### config.mk
export PLATFORM = sky130hd
export DESIGN_NAME = argmax_stream_flat
export DESIGN_NICKNAME = d
export VERILOG_FILES = /design/src/rtl/argmax_pkg.sv /design/src/rtl/argmax_stream_if.sv /design/src/rtl/argmax_cmp.sv /design/src/rtl/argmax_stream.sv /design/src/flat_wrapper.sv
export SDC_FILE = /design/constraint.sdc
export NUM_CORES = 1
export LEC_CHECK = 0
export CORE_UTILIZATION = 61
export DETAILED_ROUTE_END_ITERATION = 16
export DONT_BUFFER_PORTS = 1
export PLACE_DENSITY = 0.82
export SYNTH_ARGS = -nofsm -noshare
export SYNTH_HDL_FRONTEND = slang
export SYNTH_SLANG_ARGS = --single-unit
export TNS_END_PERCENT = 100
### constraint.sdc
create_clock -name Clk -period 4.4 [get_ports Clk]
set_clock_uncertainty 0.2 [all_clocks]
set_input_delay 0.88 -clock Clk [delete_from_list [all_inputs] [get_ports Clk]]
set_output_delay 0.88 -clock Clk [all_outputs]
set_load 0.1 [all_outputs]
### src/rtl/argmax_pkg.sv
// Shared types and default sizing for the classifier argmax stage.
package argmax_pkg;
  typedef enum logic [0:0] {S_ACCUM, S_HOLD} argmax_state_t;

  localparam int DEF_DATA_W      = 11;
  localparam int DEF_NUM_CLASSES = 10;
endpackage

### src/rtl/argmax_stream_if.sv
// Score-in / result-out handshake bundle for argmax_stream.
interface argmax_stream_if
  import argmax_pkg::*;
#(
  parameter int DATA_W = DEF_DATA_W,
  parameter int IDX_W  = $clog2(DEF_NUM_CLASSES)
);
  logic              in_valid;
  logic              in_ready;
  logic [DATA_W-1:0] in_data;
  logic              in_last;
  logic              out_valid;
  logic              out_ready;
  logic [IDX_W-1:0]  out_idx;
  logic [DATA_W-1:0] out_max;
  logic              out_len_err;

  // master: score producer + result consumer; slave: the argmax unit
  modport master (
    output in_valid, in_data, in_last, out_ready,
    input  in_ready, out_valid, out_idx, out_max, out_len_err
  );
  modport slave (
    input  in_valid, in_data, in_last, out_ready,
    output in_ready, out_valid, out_idx, out_max, out_len_err
  );
endinterface

### src/rtl/argmax_cmp.sv
// One compare step of the running argmax; ties resolve to the newer index.
module argmax_cmp #(
  parameter int DATA_W = 11,
  parameter int IDX_W  = 4
) (
  input  logic signed [DATA_W-1:0] cur_max_i,
  input  logic        [IDX_W-1:0]  cur_idx_i,
  input  logic signed [DATA_W-1:0] new_data_i,
  input  logic        [IDX_W-1:0]  new_idx_i,
  input  logic                     first_i,
  output logic signed [DATA_W-1:0] nxt_max_o,
  output logic        [IDX_W-1:0]  nxt_idx_o
);
  logic take;

  assign take      = first_i || (new_data_i >= cur_max_i);
  assign nxt_max_o = take ? new_data_i : cur_max_i;
  assign nxt_idx_o = take ? new_idx_i  : cur_idx_i;
endmodule

### src/rtl/argmax_stream.sv
// Streaming argmax over NUM_CLASSES signed scores per frame, registered result
// with frame-length error flag.
module argmax_stream
  import argmax_pkg::*;
#(
  parameter int DATA_W      = DEF_DATA_W,
  parameter int NUM_CLASSES = DEF_NUM_CLASSES,
  parameter int IDX_W       = $clog2(NUM_CLASSES)
) (
  input logic           Clk,
  input logic           Reset_n,
  argmax_stream_if.slave bus
);
  localparam logic [IDX_W-1:0] LAST_CNT = IDX_W'(NUM_CLASSES - 1);

  argmax_state_t      state_q, state_d;
  logic [IDX_W-1:0]   cnt_q, cnt_d;
  logic [DATA_W-1:0]  max_q, max_d;
  logic [IDX_W-1:0]   idx_q, idx_d;
  logic               ovld_q, ovld_d;
  logic [IDX_W-1:0]   oidx_q, oidx_d;
  logic [DATA_W-1:0]  omax_q, omax_d;
  logic               oerr_q, oerr_d;

  logic               accept, eof;
  logic signed [DATA_W-1:0] cmp_max;
  logic        [IDX_W-1:0]  cmp_idx;

  argmax_cmp #(.DATA_W(DATA_W), .IDX_W(IDX_W)) u_cmp (
    .cur_max_i  (max_q),
    .cur_idx_i  (idx_q),
    .new_data_i (bus.in_data),
    .new_idx_i  (cnt_q),
    .first_i    (cnt_q == '0),
    .nxt_max_o  (cmp_max),
    .nxt_idx_o  (cmp_idx)
  );

  // in_ready decodes registered state only, never out_ready
  assign bus.in_ready    = (state_q == S_ACCUM);
  assign bus.out_valid   = ovld_q;
  assign bus.out_idx     = oidx_q;
  assign bus.out_max     = omax_q;
  assign bus.out_len_err = oerr_q;

  assign accept = bus.in_valid && (state_q == S_ACCUM);
  assign eof    = bus.in_last || (cnt_q == LAST_CNT);

  always_comb begin
    state_d = state_q;
    cnt_d   = cnt_q;
    max_d   = max_q;
    idx_d   = idx_q;
    ovld_d  = ovld_q;
    oidx_d  = oidx_q;
    omax_d  = omax_q;
    oerr_d  = oerr_q;
    unique case (state_q)
      S_ACCUM: begin
        if (accept) begin
          max_d = cmp_max;
          idx_d = cmp_idx;
          cnt_d = cnt_q + IDX_W'(1);
          if (eof) begin
            oidx_d  = cmp_idx;
            omax_d  = cmp_max;
            oerr_d  = !(bus.in_last && (cnt_q == LAST_CNT));
            ovld_d  = 1'b1;
            state_d = S_HOLD;
            cnt_d   = '0;
          end
        end
      end
      S_HOLD: begin
        if (bus.out_ready) begin
          ovld_d  = 1'b0;
          state_d = S_ACCUM;
        end
      end
      default: state_d = S_ACCUM;
    endcase
  end

  always_ff @(posedge Clk) begin
    if (!Reset_n) begin
      state_q <= S_ACCUM;
      cnt_q   <= '0;
      max_q   <= '0;
      idx_q   <= '0;
      ovld_q  <= 1'b0;
      oidx_q  <= '0;
      omax_q  <= '0;
      oerr_q  <= 1'b0;
    end else begin
      state_q <= state_d;
      cnt_q   <= cnt_d;
      max_q   <= max_d;
      idx_q   <= idx_d;
      ovld_q  <= ovld_d;
      oidx_q  <= oidx_d;
      omax_q  <= omax_d;
      oerr_q  <= oerr_d;
    end
  end
endmodule

### src/flat_wrapper.sv
// flat-port wrapper written by rule: the top's interface ports become plain ports
module argmax_stream_flat import argmax_pkg::*;
#(
  parameter int DATA_W      = DEF_DATA_W,
  parameter int NUM_CLASSES = DEF_NUM_CLASSES,
  parameter int IDX_W       = $clog2(NUM_CLASSES)
)
  (Clk, Reset_n, bus_in_valid, bus_in_data, bus_in_last, bus_out_ready, bus_in_ready, bus_out_valid, bus_out_idx, bus_out_max, bus_out_len_err);
  argmax_stream_if #(.DATA_W(DATA_W), .IDX_W(IDX_W)) bus_i ();
  input logic Clk;
  input logic Reset_n;
  input wire logic [$bits(bus_i.in_valid)-1:0] bus_in_valid;
  input wire logic [$bits(bus_i.in_data)-1:0] bus_in_data;
  input wire logic [$bits(bus_i.in_last)-1:0] bus_in_last;
  input wire logic [$bits(bus_i.out_ready)-1:0] bus_out_ready;
  output wire logic [$bits(bus_i.in_ready)-1:0] bus_in_ready;
  output wire logic [$bits(bus_i.out_valid)-1:0] bus_out_valid;
  output wire logic [$bits(bus_i.out_idx)-1:0] bus_out_idx;
  output wire logic [$bits(bus_i.out_max)-1:0] bus_out_max;
  output wire logic [$bits(bus_i.out_len_err)-1:0] bus_out_len_err;
  assign bus_i.in_valid = bus_in_valid;
  assign bus_i.in_data = bus_in_data;
  assign bus_i.in_last = bus_in_last;
  assign bus_i.out_ready = bus_out_ready;
  assign bus_in_ready = bus_i.in_ready;
  assign bus_out_valid = bus_i.out_valid;
  assign bus_out_idx = bus_i.out_idx;
  assign bus_out_max = bus_i.out_max;
  assign bus_out_len_err = bus_i.out_len_err;
  argmax_stream #(.DATA_W(DATA_W), .NUM_CLASSES(NUM_CLASSES), .IDX_W(IDX_W)) u_core (.Clk(Clk), .Reset_n(Reset_n), .bus(bus_i));
endmodule
==> results of run 1 <==
## final timing paths
path,end
worst max-delay path,u_core.bus.out_max[10]
worst min-delay path,u_core.idx_q[1]
worst max register to register,u_core.bus.out_max[10]
worst min register to register,u_core.idx_q[1]
## through the flow
step | instance area, µm² | hold WS [ns] | util
2_1_floorplan | 2050 | 0.235 | -
3_3_place_gp | 2000 | 0.251 | 0.639
3_5_place_dp | 2000 | 0.260 | 0.639
4_1_cts | 2050 | 0.275 | 0.657
5_1_grt | 2050 | 0.299 | 0.657
6_report | 2060 | 0.271 | 0.658
## cell type report
cell class / instances / area (µm²) / area share
Multi-Input combinational cell: 164 / 1110 / 0.540
Sequential cell: 37 / 741 / 0.360
Inverter: 15 / 56.3 / 0.0274
Clock buffer: 7 / 55.1 / 0.0268
Tap cell: 44 / 55.1 / 0.0268
Timing Repair Buffer: 5 / 37.5 / 0.0182
Antenna cell: 1 / 2.50 / 0.00122
## state kept, by name, indices dropped and copies added (netlist names)
| register | count |
|---|---|
| u_core.bus.out_max | 11 |
| u_core.max_q | 11 |
| u_core.bus.out_idx | 4 |
| u_core.cnt_q | 4 |
| u_core.idx_q | 4 |
| u_core.bus.out_len_err | 1 |
| u_core.bus.out_valid | 1 |
| u_core.state_q | 1 |
## power breakdown
| group | switching (mW) | internal [mW] | leakage [nW] |
|---|---|---|---|
| Clock | 0.111 | 0.0755 | 0.0314 |
| Sequential | 0.0718 | 0.354 | 0.302 |
| Combinational | 0.0615 | 0.0466 | 0.546 |
## placed cells by master, fill, tap and decap left out, types with 2 or more instances in the layout
cell       n
nor3_1    15
a211oi_1   2
and3_2    11
buf_4      5
o21ai_0    2
mux2i_1   15
nand2_1   51
dfxtp_1   37
nor2_1     6
ha_1      14
nor2b_1    3
and3_1     5
nand3_1    2
a311o_2    5
nor3_2     2
clkbuf_4   5
inv_1     15
xor2_1     2
a21oi_1    6
a311o_1   10
## synth_stat cells (2+ instances only)
library cell,instances
and3_1,5
buf_4,2
nand2_1,51
xor2_1,2
buf_6,3
nand3_1,2
nor3b_1,2
dfxtp_1,37
nor3_2,2
clkbuf_1,6
a311o_2,5
nor2_1,7
mux2i_1,15
and3_2,11
o21ai_0,3
clkbuf_8,3
nor2b_1,3
ha_1,14
clkdlybuf4s50_2,2
inv_1,15
a211oi_1,2
a311o_1,10
a21oi_1,6
nor3_1,15
## worst max-delay path, cell delays in order, from the launching register on
cell	delay, ns
dfxtp_1	0.41
inv_1	0.10
ha_1	0.18
and3b_1	0.19
o21ai_1	0.97
nor2_2	0.31
buf_4	0.31
nand2_1	0.08
nor3_1	0.04
a311o_1	0.32
## cell families (layout without fill, tap and decap cells)
logic type,Yosys count,count (layout),share of synthesized area
fa+ha+maj,14,14,0.0853
mux,15,15,0.0731
other cells,0,1,0
xor+xnor,3,3,0.0128
buf+inv,33,27,0.103
compound gates,28,28,0.114
simple gates,104,104,0.252
flops,37,37,0.361
## layer usage
layer,up-vias,global-route usage,routed length [µm]
li1,793,-,-
met1,757,0.303,1860
met2,47,0.378,1890
met3,9,0.0823,296
met4,0,0.130,66
met5,-,0,0
==> impl_metrics.prom, run 1 <==
# TYPE chip_impl_metric gauge
chip_impl_info{name="synth.largest_area_cell",value="dfxtp_1"} 1
chip_impl_metric{name="grt_antenna_before_repair",unit=""} 0
chip_impl_metric{name="nets",unit=""} 258
chip_impl_metric{name="die_h",unit="µm"} 60.0
chip_impl_info{name="setup.worst_path.start",value="u_core.cnt_q[1]"} 1
chip_impl_metric{name="period_minus_slack",unit="ns"} 3.22
chip_impl_metric{name="share_of_final_layout_standard_cells_stronger_than_drive_strength_1",unit=""} 0.140
chip_impl_metric{name="port_buffers",unit=""} 0
chip_impl_metric{name="final_layout_fill_cell_count",unit=""} 263
chip_impl_metric{name="place_ws",unit="ns"} 1.08
chip_impl_metric{name="count_of_distinct_cell_types_in_the_synthesized_netlist",unit=""} 35
chip_impl_metric{name="detail_route.drc_violations",unit=""} 0
chip_impl_metric{name="critical_path_arrival",unit="ns"} 3.27
chip_impl_metric{name="synthDominantCellAreaShare",unit=""} 0.361
chip_impl_info{name="yosys-top-cells-area",value="dfxtp_1 (36%), nand2_1 (9.3%), ha_1 (8.5%)"} 1
chip_impl_metric{name="detailroute.via_count",unit=""} 1606
chip_impl_metric{name="global_route_wire_length_before_repair",unit="µm"} 6520
chip_impl_metric{name="ctsResizeCount",unit=""} 0
chip_impl_metric{name="worst_slack",unit="ns"} 1.18
chip_impl_metric{name="grt_use_total",unit=""} 0.246
chip_impl_metric{name="setup_total_negative_slack",unit="ns"} 0
chip_impl_info{name="holdCritStartpoint",value="u_core.idx_q[1]"} 1
chip_impl_metric{name="post-layout-total-power",unit="mW"} 0.721
chip_impl_metric{name="tightest_slew",unit="ns"} 1.27
chip_impl_metric{name="first_pass_iters",unit=""} 5
chip_impl_metric{name="ir_drop",unit="mV"} 0.173
chip_impl_metric{name="core.rowCount",unit=""} 20
chip_impl_metric{name="place.gp.congestion",unit=""} 0.780
chip_impl_metric{name="globalRoute.totalOverflow",unit=""} 0
chip_impl_info{name="dominantRegCellSynth",value="dfxtp_1"} 1
chip_impl_metric{name="maxcap_viol_count",unit=""} 0
chip_impl_metric{name="synth_seq_cells",unit=""} 37
chip_impl_metric{name="whs_path_depth",unit=""} 2
chip_impl_info{name="critical_path_class",value="flop to flop"} 1
chip_impl_metric{name="postRouteAntennaNets",unit=""} 0
chip_impl_metric{name="grt_start_max_net_pins",unit=""} 48
chip_impl_metric{name="report.final.setup_viol",unit=""} 0
chip_impl_metric{name="worstPathRequired",unit="ns"} 4.44
chip_impl_metric{name="mappedNetlistNets",unit=""} 264
chip_impl_metric{name="routed_wire_length_per_instance",unit="µm"} 15.1
chip_impl_metric{name="crit_fanout",unit=""} 20
chip_impl_metric{name="fmax",unit="MHz"} 310
chip_impl_metric{name="core_region_area",unit="mm²"} 0.00313
chip_impl_metric{name="cts.htree.levels",unit=""} 2
chip_impl_metric{name="die_w",unit="µm"} 60.0
chip_impl_info{name="critPathCaptureType",value="flop"} 1
chip_impl_metric{name="dr.first_iter.drc_count",unit=""} 87
chip_impl_info{name="r2r-start",value="u_core.cnt_q[1]"} 1
chip_impl_metric{name="synthesis.area",unit="mm²"} 0.00205
chip_impl_metric{name="hold_viol_final",unit=""} 0
chip_impl_metric{name="detail_route.vias_per_cell",unit=""} 5.88
chip_impl_metric{name="ctsHoldBuffers",unit=""} 0
chip_impl_metric{name="ys_async_sr_fraction",unit=""} 0
chip_impl_metric{name="dp.cells",unit=""} 265
chip_impl_metric{name="clk_pin_slew",unit="ns"} 0.11
chip_impl_metric{name="synth.yosys.warnings",unit=""} 0
chip_impl_metric{name="ctsLongestPathBuffers",unit=""} 2
chip_impl_metric{name="slew_violations",unit=""} 0
chip_impl_metric{name="power_density",unit="mW/mm²"} 350
chip_impl_metric{name="share_of_the_yosys_chip_area_belonging_to_registers",unit=""} 0.361
chip_impl_metric{name="via_count_of_the_first_global_routing_pass",unit=""} 1466
chip_impl_metric{name="stdcell_count",unit=""} 273
chip_impl_info{name="unrepaired_setup_endpoints_after_global_routing",value="no"} 1
chip_impl_metric{name="syn-instance-count",unit=""} 234
chip_impl_metric{name="design.die.area",unit="mm²"} 0.00360
chip_impl_info{name="clk_root_buffer_cell",value="clkbuf_4"} 1
chip_impl_metric{name="initial_utilization",unit=""} 0.657
chip_impl_info{name="hp-class",value="flop to flop"} 1
chip_impl_metric{name="syn_to_final_growth",unit="%"} 0.122
chip_impl_metric{name="number_of_flops_mapped_to_enable_cells_by_yosys",unit=""} 0
chip_impl_info{name="status",value="complete, no violations"} 1
chip_impl_metric{name="r2r.worst_path.cells",unit=""} 9
chip_impl_metric{name="max_slew_margin",unit=""} 0.148
chip_impl_metric{name="leakagePower",unit="nW"} 0.879
chip_impl_metric{name="reg2reg_slack",unit="ns"} 1.18
chip_impl_metric{name="top_level_ports",unit=""} 34
chip_impl_metric{name="postSynthAreaPerCell",unit="µm²"} 8.78
chip_impl_info{name="tritoncts",value="done"} 1
chip_impl_metric{name="routed_wl",unit="µm"} 4120
chip_impl_metric{name="dp_hpwl",unit="µm"} 2810
chip_impl_info{name="startpoint_type",value="flop"} 1
chip_impl_metric{name="tritoncts_num_sinks",unit=""} 37
chip_impl_metric{name="clock_insertion_delay_worst_skew",unit="ns"} 0.35
chip_impl_metric{name="layout_worst_path_cycle_share",unit=""} 0.733
chip_impl_metric{name="tritoncts.num_buffers",unit=""} 5
chip_impl_metric{name="post_cts.repair.setup_buffers",unit=""} 0
Power figures use the tool's default switching activity.
==> inputs of run 2 (changes only) <==
==> constraint.sdc (replaced) <==
create_clock -name Clk -period 3.25 [get_ports Clk]
set_clock_uncertainty 0.2 [all_clocks]
set_input_delay 0.65 -clock Clk [delete_from_list [all_inputs] [get_ports Clk]]
set_output_delay 0.65 -clock Clk [all_outputs]
set_load 0.1 [all_outputs]
==> run 2 against run 1 <==
Die area is the same. Largest cell class unchanged. Global-route usage grew 1.8 points. Wire length grew 1.2%. Combinational power grew 43%. Via count grew 0.37%. Clock-buffer cell count is the same. Core utilization grew 0.40 points. Critical path depth shrank 1. Cell count grew 0.37%. Register-to-register slack lost 0.67 ns. Non-clock buffer count grew 2.
==> impl_metrics.prom, run 2 (synthesis gave the netlist of run 1 again) <==
# TYPE chip_impl_metric gauge
chip_impl_info{name="status",value="complete, no violations"} 1
chip_impl_metric{name="clk_pin_slew",unit="ns"} 0.11
chip_impl_metric{name="reg2reg_slack",unit="ns"} 0.51
chip_impl_metric{name="ir_drop",unit="mV"} 0.314
chip_impl_metric{name="ctsLongestPathBuffers",unit=""} 2
chip_impl_info{name="r2r-start",value="u_core.max_q[10]"} 1
chip_impl_metric{name="layout_worst_path_cycle_share",unit=""} 0.844
chip_impl_metric{name="cts.htree.levels",unit=""} 2
chip_impl_metric{name="clock_insertion_delay_worst_skew",unit="ns"} 0.35
chip_impl_metric{name="dp_hpwl",unit="µm"} 2750
chip_impl_metric{name="tightest_slew",unit="ns"} 1.15
chip_impl_metric{name="tritoncts.num_buffers",unit=""} 5
chip_impl_info{name="tritoncts",value="done"} 1
chip_impl_metric{name="routed_wire_length_per_instance",unit="µm"} 15.2
chip_impl_metric{name="report.final.setup_viol",unit=""} 0
chip_impl_metric{name="place.gp.congestion",unit=""} 0.779
chip_impl_info{name="timing.hold.worst_endpoint",value="u_core.bus.out_len_err"} 1
chip_impl_info{name="holdCritStartpoint",value="bus_in_last"} 1
chip_impl_info{name="hp-class",value="input pin to flop"} 1
chip_impl_metric{name="ctsHoldBuffers",unit=""} 0
chip_impl_metric{name="dr.first_iter.drc_count",unit=""} 92
chip_impl_metric{name="crit_fanout",unit=""} 15
chip_impl_metric{name="slew_violations",unit=""} 0
chip_impl_metric{name="ctsResizeCount",unit=""} 0
chip_impl_info{name="unrepaired_setup_endpoints_after_global_routing",value="no"} 1
chip_impl_metric{name="grt_use_total",unit=""} 0.263
chip_impl_metric{name="core_region_area",unit="mm²"} 0.00313
chip_impl_info{name="rr_endpoint",value="u_core.bus.out_max[6]"} 1
chip_impl_metric{name="port_buffers",unit=""} 0
chip_impl_metric{name="worst_slack",unit="ns"} 0.508
chip_impl_metric{name="design.die.area",unit="mm²"} 0.00360
chip_impl_metric{name="global_route_wire_length_before_repair",unit="µm"} 6890
chip_impl_metric{name="final_layout_fill_cell_count",unit=""} 272
chip_impl_metric{name="setup_total_negative_slack",unit="ns"} 0
chip_impl_metric{name="power_density",unit="mW/mm²"} 472
chip_impl_metric{name="grt_start_max_net_pins",unit=""} 48
chip_impl_metric{name="via_count_of_the_first_global_routing_pass",unit=""} 1506
chip_impl_info{name="startpoint_type",value="flop"} 1
chip_impl_info{name="critPathCaptureType",value="flop"} 1
chip_impl_metric{name="die_h",unit="µm"} 60.0
chip_impl_metric{name="routed_wl",unit="µm"} 4170
chip_impl_metric{name="core.rowCount",unit=""} 20
chip_impl_info{name="layout.cells.most_common",value="nand2_1"} 1
chip_impl_metric{name="worstPathRequired",unit="ns"} 3.28
chip_impl_metric{name="fmax",unit="MHz"} 365
chip_impl_info{name="critical_path_class",value="flop to flop"} 1
chip_impl_metric{name="detailroute.via_count",unit=""} 1612
chip_impl_metric{name="period_minus_slack",unit="ns"} 2.74
chip_impl_metric{name="die_w",unit="µm"} 60.0
chip_impl_metric{name="postRouteAntennaNets",unit=""} 0
chip_impl_metric{name="first_pass_iters",unit=""} 4
chip_impl_metric{name="syn_to_final_growth",unit="%"} 0.731
chip_impl_metric{name="hold_viol_final",unit=""} 0
chip_impl_metric{name="grt_antenna_before_repair",unit=""} 0
chip_impl_metric{name="detail_route.vias_per_cell",unit=""} 5.88
chip_impl_metric{name="place_ws",unit="ns"} 0.300
chip_impl_metric{name="post_cts.repair.setup_buffers",unit=""} 0
chip_impl_metric{name="critical_path_arrival",unit="ns"} 2.78
chip_impl_metric{name="detail_route.drc_violations",unit=""} 0
chip_impl_metric{name="antenna_cells_inserted",unit=""} 0
chip_impl_metric{name="max_slew_margin",unit=""} 0.233
chip_impl_metric{name="nets",unit=""} 260
chip_impl_metric{name="top_level_ports",unit=""} 34
chip_impl_metric{name="initial_utilization",unit=""} 0.657
chip_impl_metric{name="whs_path_depth",unit=""} 1
chip_impl_info{name="layout_common_cells",value="nand2_1 (51), dfxtp_1 (37), inv_1 (15), mux2i_1 (15), nor3_1 (15)"} 1
chip_impl_metric{name="maxcap_viol_count",unit=""} 0
chip_impl_metric{name="r2r.worst_path.cells",unit=""} 8
chip_impl_metric{name="leakagePower",unit="nW"} 0.889
chip_impl_info{name="clk_root_buffer_cell",value="clkbuf_4"} 1
chip_impl_metric{name="share_of_final_layout_standard_cells_stronger_than_drive_strength_1",unit=""} 0.148
chip_impl_metric{name="globalRoute.totalOverflow",unit=""} 0
chip_impl_metric{name="tritoncts_num_sinks",unit=""} 37
-- run 2: cell count changes in the layout (fill, tap and decap cells not counted), sizes merged --
cell / before / now
buf: 5 / 7
diode: 1 / 0
-- run 2: report_power, final --
| group | switching [mW] | internal, mW | total (mW) |
|---|---|---|---|
| logic | 0.0884 | 0.0657 | 0.154 |
| registers | 0.0956 | 0.479 | 0.575 |
| clock network | 0.145 | 0.102 | 0.247 |
-- run 2: worst max-delay path, cell delays in order (launching register included) --
cell and delay (ns):
dfxtp_1 0.38, inv_1 0.06, ha_1 0.33, nand3_1 0.13, nor3_2 0.24, a21o_2 0.18
and4b_1 0.22, or2_1 0.45, a311o_2 0.45
-- run 2: area by class of cell --
class                   instances  area [µm²]  area share
multi-input cells             164        1110       0.536
repair buffers                  7        52.6      0.0254
well taps                      44        55.1      0.0266
clock buffers                   7        55.1      0.0266
flip-flops and latches         37         741       0.358
inverters                      15        56.3      0.0272
-- run 2: worst max-delay path by stage --
stage                                start                     to  slack, ns  cells after the start
after global placement      bus_in_data[6]  u_core.bus.out_max[3]       0.39                      7
after global routing       u_core.max_q[2]  u_core.bus.out_max[7]       0.37                      8
after detailed placement   bus_in_data[10]  u_core.bus.out_max[6]       0.30                      7
after CTS                 u_core.max_q[10]  u_core.bus.out_max[6]       0.53                      8
after floorplan             bus_in_data[6]  u_core.bus.out_idx[0]       0.43                     10
final                     u_core.max_q[10]  u_core.bus.out_max[6]       0.51                      8
-- run 2: metal layers --
| layer | part of all wire | global-route usage | vias to the layer above |
|---|---|---|---|
| met5 | 0 | 0 | - |
| met4 | 0.016 | 0.0997 | 0 |
| met3 | 0.041 | 0.0823 | 6 |
| met2 | 0.49 | 0.440 | 34 |
| met1 | 0.45 | 0.315 | 773 |
| li1 | - | - | 799 |
-- run 2: per-stage QoR --
step / cell area (µm²) / instances / hold slack [ns] / util / total power, mW
floorplan: 2050 / 234 / 0.235 / - / 0.722
global placement: 2010 / 267 / 0.245 / 0.644 / 0.731
detailed placement: 2010 / 267 / 0.257 / 0.644 / 0.738
CTS: 2070 / 274 / 0.195 / 0.662 / 0.979
global route: 2070 / 274 / 0.192 / 0.662 / 1.02
finish: 2070 / 274 / 0.197 / 0.662 / 0.976
